===== src/rtl/ip_accum.sv =====
// ip_accum: pipelined saturating inner-product accumulator with valid/ready output.
// Four register stages: lane products, adder tree, accumulator, output.
module ip_accum #(
    parameter int BITWIDTH  = 8,
    parameter int LANES     = 4,
    parameter int ACC_WIDTH = 32,
    parameter int LEN_WIDTH = 8
) (
    input  logic                         clk,
    input  logic                         reset,
    input  logic [LEN_WIDTH-1:0]         cfg_len,
    input  logic                         in_valid,
    output logic                         in_ready,
    input  logic [LANES*BITWIDTH-1:0]    x,
    input  logic [LANES*BITWIDTH-1:0]    w,
    input  logic [ACC_WIDTH-1:0]         psum,
    input  logic                         psum_sel,
    output logic                         out_valid,
    input  logic                         out_ready,
    output logic [ACC_WIDTH-1:0]         sum,
    output logic                         sat
);
    localparam int PW = 2 * BITWIDTH;
    // Tree never narrower than the exact lane sum, so the clamp always sees the true value.
    localparam int TW = (ACC_WIDTH > PW + $clog2(LANES) + 1) ? ACC_WIDTH : PW + $clog2(LANES) + 1;
    localparam int EW = TW + 1;
    localparam logic signed [EW-1:0] MAXV = {{(EW-ACC_WIDTH+1){1'b0}}, {(ACC_WIDTH-1){1'b1}}};
    localparam logic signed [EW-1:0] MINV = {{(EW-ACC_WIDTH+1){1'b1}}, {(ACC_WIDTH-1){1'b0}}};
    localparam logic [ACC_WIDTH-1:0] ACC_MAX = {1'b0, {(ACC_WIDTH-1){1'b1}}};
    localparam logic [ACC_WIDTH-1:0] ACC_MIN = {1'b1, {(ACC_WIDTH-1){1'b0}}};

    typedef enum logic {IDLE, ACCUM} state_t;
    state_t state, state_next;

    logic                        stall, accept, first, last;
    logic [LEN_WIDTH-1:0]        cnt, cnt_next, len_q, len_next, len_eff;
    logic                        v1, f1, l1, v2, f2, l2, v3, l3;
    logic signed [PW-1:0]        p1 [LANES];
    logic signed [ACC_WIDTH-1:0] s1, s2, acc, clamped;
    logic signed [TW-1:0]        tree, t2;
    logic signed [EW-1:0]        nxt;
    logic                        hi, lo, sat_acc, sat_next;

    assign stall    = out_valid & ~out_ready;
    assign in_ready = ~stall;
    assign accept   = in_valid & in_ready;

    always_comb begin
        first      = state == IDLE;
        len_eff    = first ? (cfg_len == '0 ? LEN_WIDTH'(1) : cfg_len) : len_q;
        last       = cnt == len_eff - LEN_WIDTH'(1);
        state_next = state;
        cnt_next   = cnt;
        len_next   = len_q;
        if (accept) begin
            state_next = last ? IDLE : ACCUM;
            cnt_next   = last ? '0 : cnt + LEN_WIDTH'(1);
            len_next   = len_eff;
        end
    end

    always_ff @(posedge clk) begin
        if (reset) begin
            state <= IDLE;
            cnt   <= '0;
            len_q <= '0;
        end else begin
            state <= state_next;
            cnt   <= cnt_next;
            len_q <= len_next;
        end
    end

    always_ff @(posedge clk) begin
        if (reset) begin
            v1 <= 1'b0;
        end else if (~stall) begin
            v1 <= accept;
            f1 <= first;
            l1 <= last;
            s1 <= psum_sel ? psum : '0;
            for (int i = 0; i < LANES; i++)
                p1[i] <= PW'($signed(x[i*BITWIDTH +: BITWIDTH])) * PW'($signed(w[i*BITWIDTH +: BITWIDTH]));
        end
    end

    always_comb begin
        tree = '0;
        for (int i = 0; i < LANES; i++)
            tree = tree + TW'(p1[i]);
    end

    always_ff @(posedge clk) begin
        if (reset) begin
            v2 <= 1'b0;
        end else if (~stall) begin
            v2 <= v1;
            f2 <= f1;
            l2 <= l1;
            s2 <= s1;
            t2 <= tree;
        end
    end

    always_comb begin
        nxt      = EW'(f2 ? s2 : acc) + EW'(t2);
        hi       = nxt > MAXV;
        lo       = nxt < MINV;
        clamped  = hi ? ACC_MAX : lo ? ACC_MIN : nxt[ACC_WIDTH-1:0];
        sat_next = (~f2 & sat_acc) | hi | lo;
    end

    always_ff @(posedge clk) begin
        if (reset) begin
            v3      <= 1'b0;
            l3      <= 1'b0;
            acc     <= '0;
            sat_acc <= 1'b0;
        end else if (~stall) begin
            v3 <= v2;
            l3 <= l2;
            if (v2) begin
                acc     <= clamped;
                sat_acc <= sat_next;
            end
        end
    end

    always_ff @(posedge clk) begin
        if (reset) begin
            out_valid <= 1'b0;
            sum       <= '0;
            sat       <= 1'b0;
        end else if (~stall) begin
            out_valid <= v3 & l3;
            if (v3 & l3) begin
                sum <= acc;
                sat <= sat_acc;
            end
        end
    end
endmodule


===== config.mk =====
export PLATFORM = sky130hd
export DESIGN_NAME = ip_accum
export DESIGN_NICKNAME = d
export VERILOG_FILES = /design/src/rtl/ip_accum.sv
export SDC_FILE = /design/constraint.sdc
export NUM_CORES = 1
export LEC_CHECK = 0
export CAP_MARGIN = 20
export CORE_MARGIN = 10
export CORE_UTILIZATION = 55
export CTS_CLUSTER_DIAMETER = 40
export DETAILED_ROUTE_END_ITERATION = 12
export PLACE_DENSITY = 0.78
export SETUP_SLACK_MARGIN = 0.1
export SLEW_MARGIN = 0
export SYNTH_ARGS = -nofsm -noshare
export SYNTH_HDL_FRONTEND = slang
export SYNTH_SLANG_ARGS = --single-unit

===== constraint.sdc =====
create_clock -name clk -period 8.5 [get_ports clk]
set_clock_uncertainty 0.15 [all_clocks]
set_input_delay 0.85 -clock clk [delete_from_list [all_inputs] [get_ports clk]]
set_output_delay 0.85 -clock clk [all_outputs]
set_load 0.05 [all_outputs]

==> qor.yml <==
power:
  switching_share_pct: 42.6
  vdd_ir_drop_max_mv: 0.419
  pwr-share-comb_pct: 63.6
  leakagePower_nw: 10.6
  power.switching_mw: 3.74
  p_int_mw: 5.04
  seq_power_share_pct: 22.1
  power_density_nw_per_um2: 357
  p_clk_share_pct: 14.3
route:
  routed_via_density: 5.32
  drc: 0
  drt_iter0_drc: 794
  vias: 15000
  wl_per_cell_microns: 16.2
  wl_microns: 45500
  antenna_left: 0
  firstDrtPassIters: 5
synth:
  synth-main-ff-cell: "edfxtp_1"
  ys_seq_area_share_pct: 29.2
  ys_top_cells_by_area: "fa_1 (24%), edfxtp_1 (21%), ha_1 (9.7%), dfxtp_1 (8.2%), inv_1 (5.7%)"
  ys_ff_latch: 239
  synthCells: 2133
  syn_area_sq_um: 21600
  synth_top_area_share_pct: 23.6
  synth.avg_cell_area_sq_um: 10.1
  synth_nets: 2664
  synthArstFlopShare_pct: 0
  ys_warn_count: 0
  synth-edff-count: 151
  synth_top_area_cell: "fa_1"
  synth.distinct_cells: 66
grt:
  grt_pass1_wl_microns: 76900
  overflow: 0
  grt_antenna_before_repair: 0
  grt_pass1_vias: 15800
  grt_max_degree: 86
  grtUsageTotal_pct: 19.5
critical_path:
  reg2reg_slack_ns: 3.94
  startpoint_type: "input pin"
  cp_common_cell: "fa_1"
  slowest_delay_ns: 0.64
  reg2reg_depth: 16
  path_class: "input pin to flop"
  critPathMaxFanout: 8
  crit_buf_inv: 2
  worstReg2RegStart: "f2$_DFFE_PP_"
  cp_cell_sequence: "clkdlybuf4s50_1 > nand2_1 > fa_1 > fa_1 > fa_1 > fa_1 > inv_1 > ha_1 > nor2b_1 > o21ai_0 > a21boi_0 > o21ai_0 > a21boi_0 > o21a_1 > o21ai_0 > nand2b_1 > a21oi_1 > xnor2_1"
  r2r-end: "acc[5]$_SDFFE_PP0P_"
  cp_slowest_cell: "clkdlybuf4s50_1"
  endpoint_kind: "flop"
  cp_top_family: "adder cells"
  required_ns: 8.64
  crit_start: "w[10]"
  cp.arrival_ns: 5.54
placement:
  io_buffers: 143
  pre_cts_ws_ns: 2.59
  gp_congestion: 0.906
  dp.final_hpwl_microns: 36700
sta:
  hold_viol: 0
  setup_viol: 0
  finalCriticalPeriod_ns: 5.40
  fmax_mhz: 185
  grt_setup_unrepaired: "no"
  timing.final.max_slew_violations: 0
  slew_headroom_pct: 29.6
  tightest_slew_ns: 1.06
  period_share_pct: 63.5
  setup-tns-final_ns: 0
  fin_ws_ns: 3.10
clock_network:
  clkTransAtPathRegs_ns: 0.05
  ctsResizeCount: 0
  post-cts-setup-buffer-count: 0
  hold_buffers: 0
  cts_buffer_depth: 3
  clockRootBuffer: "clkbuf_16"
  clkLatencyLatePin_ns: 0.54
  cts_buffers: 31
  cts_tree: "yes"
  htree_levels: 1
  cts_sinks: 239
die:
  initial_core_util_pct: 55.7
  rows: 72
  coreArea_sq_um: 38700
  die_area_sq_um: 47500
  pin_count: 144
  die_w_microns: 218
  die_y_microns: 218
hold_path:
  hold_depth: 0
  holdPathEnd: "s2[0]$_DFFE_PP_"
  worstHoldStart: "s1[0]$_SDFFCE_PN0P_"
  hp-class: "flop to flop"
run:
  cap_violations: 0
finish:
  antenna_cells: 0
  finalNetCount: 2804
  drive_gt1_share_pct: 5.75
  syn_to_final_growth_pct: 14.0
status:
  status: "complete, no violations"
[synthesized netlist by cell type (all sizes together) (2+ instances only)]
master   count
inv        330
fa         254
and2       196
nand2      191
ha         168
edfxtp     151
a21oi      127
nor2       113
xnor2       94
dfxtp       88
o21ai       84
a211oi      44
clkbuf      36
mux2        35
a21o        28
nand2b      27
xor2        21
nor3        16
a21boi      14
nand3       10
nor2b       10
buf          9
mux2i        9
a31oi        8
maj3         8
o211ai       8
o21a         7
nand4        6
nor4         5
o21bai       5
and3         4
a211o        3
o41ai        3
a2111oi      2
o311ai       2
o31ai        2
or2          2
or4b         2
[cell usage in the layout (no fill, tap or decap), types with 5 or more instances in the layout]
master,n
clkbuf_16,32
nand3_1,9
o21ai_0,81
nor2b_1,10
inv_6,5
xor2_1,21
mux2i_1,9
edfxtp_1,151
o21a_1,7
a21boi_0,12
and2_1,195
a211oi_1,35
a21oi_1,124
a21o_1,28
fa_1,254
nand2b_1,27
clkdlybuf4s50_1,142
nor2_1,111
nor3_1,16
clkbuf_8,9
xnor2_1,94
ha_1,168
mux2_2,34
o211ai_1,8
nor4_1,5
a211oi_2,9
nand2_1,191
maj3_2,7
nand4_1,6
inv_1,328
buf_4,7
a31oi_1,8
dfxtp_1,88
[how the worst max path moves through the flow]
| stage | endpoint | slack [ns] | depth (start not counted) |
|---|---|---|---|
| 2_1_floorplan | f1$_DFFE_PP_ | 0.14 | 3 |
| 3_3_place_gp | p1[0][14]$_DFFE_PP_ | 2.70 | 20 |
| 3_5_place_dp | p1[0][14]$_DFFE_PP_ | 2.59 | 20 |
| 4_1_cts | p1[0][14]$_DFFE_PP_ | 3.17 | 20 |
| 5_1_grt | p1[0][14]$_DFFE_PP_ | 2.78 | 20 |
| 6_report | p1[1][14]$_DFFE_PP_ | 3.10 | 18 |
[per-stage QoR]
stage	instances	hold WS (ns)	cell area, sq um	utilization [%]	power, mW
floorplan	2133	0.250	21600	-	6.32
global placement	2756	0.253	23500	60.7	7.26
detailed placement	2757	0.255	23500	60.7	7.48
CTS	2814	0.264	24600	63.4	8.80
global route	2815	0.269	24600	63.4	9.63
finish	2815	0.263	24600	63.4	8.78
[metal layers]
layer | vias up | GRT usage (%) | routed length (microns)
met2 | 341 | 35.9 | 23600
li1 | 7259 | - | -
met5 | - | 0 | 0
met4 | 0 | 5.32 | 1140
met1 | 7307 | 23.5 | 18700
met3 | 82 | 2.37 | 2010
[area by class of cell]
| type | instances | area [sq um] |
|---|---|---|
| flip-flops and latches | 239 | 6300 |
| clock inverters | 12 | 91.3 |
| repair buffers | 152 | 1510 |
| multi-input cells | 1518 | 13800 |
| fillers | 3169 | 14200 |
| well taps | 518 | 648 |
| clock buffers | 45 | 940 |
| inverters | 331 | 1240 |
[cells by family (layout without fill, tap and decap cells)]
| group | after synthesis | in the layout | share of synthesized area [%] |
|---|---|---|---|
| XOR/XNOR | 115 | 115 | 4.67 |
| flip-flops | 239 | 239 | 29.2 |
| AND/OR/NAND/NOR | 586 | 586 | 13.4 |
| AO/OA/AOI/OAI | 343 | 343 | 10.1 |
| buffers and inverters | 376 | 540 | 6.64 |
| adder cells (fa/ha/maj) | 430 | 430 | 33.7 |
| multiplexers | 44 | 44 | 2.26 |
[flip-flops by register name, indices dropped and copies added, names as in the netlist, 8 cells and up]
signal and cells:
p1 64, acc 32, s1 32, s2 32, sum 32, t2 19
cnt 8, len_q 8
[power groups by stage]
stage	logic [mW]	clock network, mW	registers, mW
floorplan	4.41	0	1.91
global placement	5.30	0	1.96
detailed placement	5.52	0	1.96
CTS	5.58	1.28	1.94
global route	6.34	1.33	1.96
finish	5.59	1.26	1.94
Note: power is estimated with default switching activity, not from simulation.
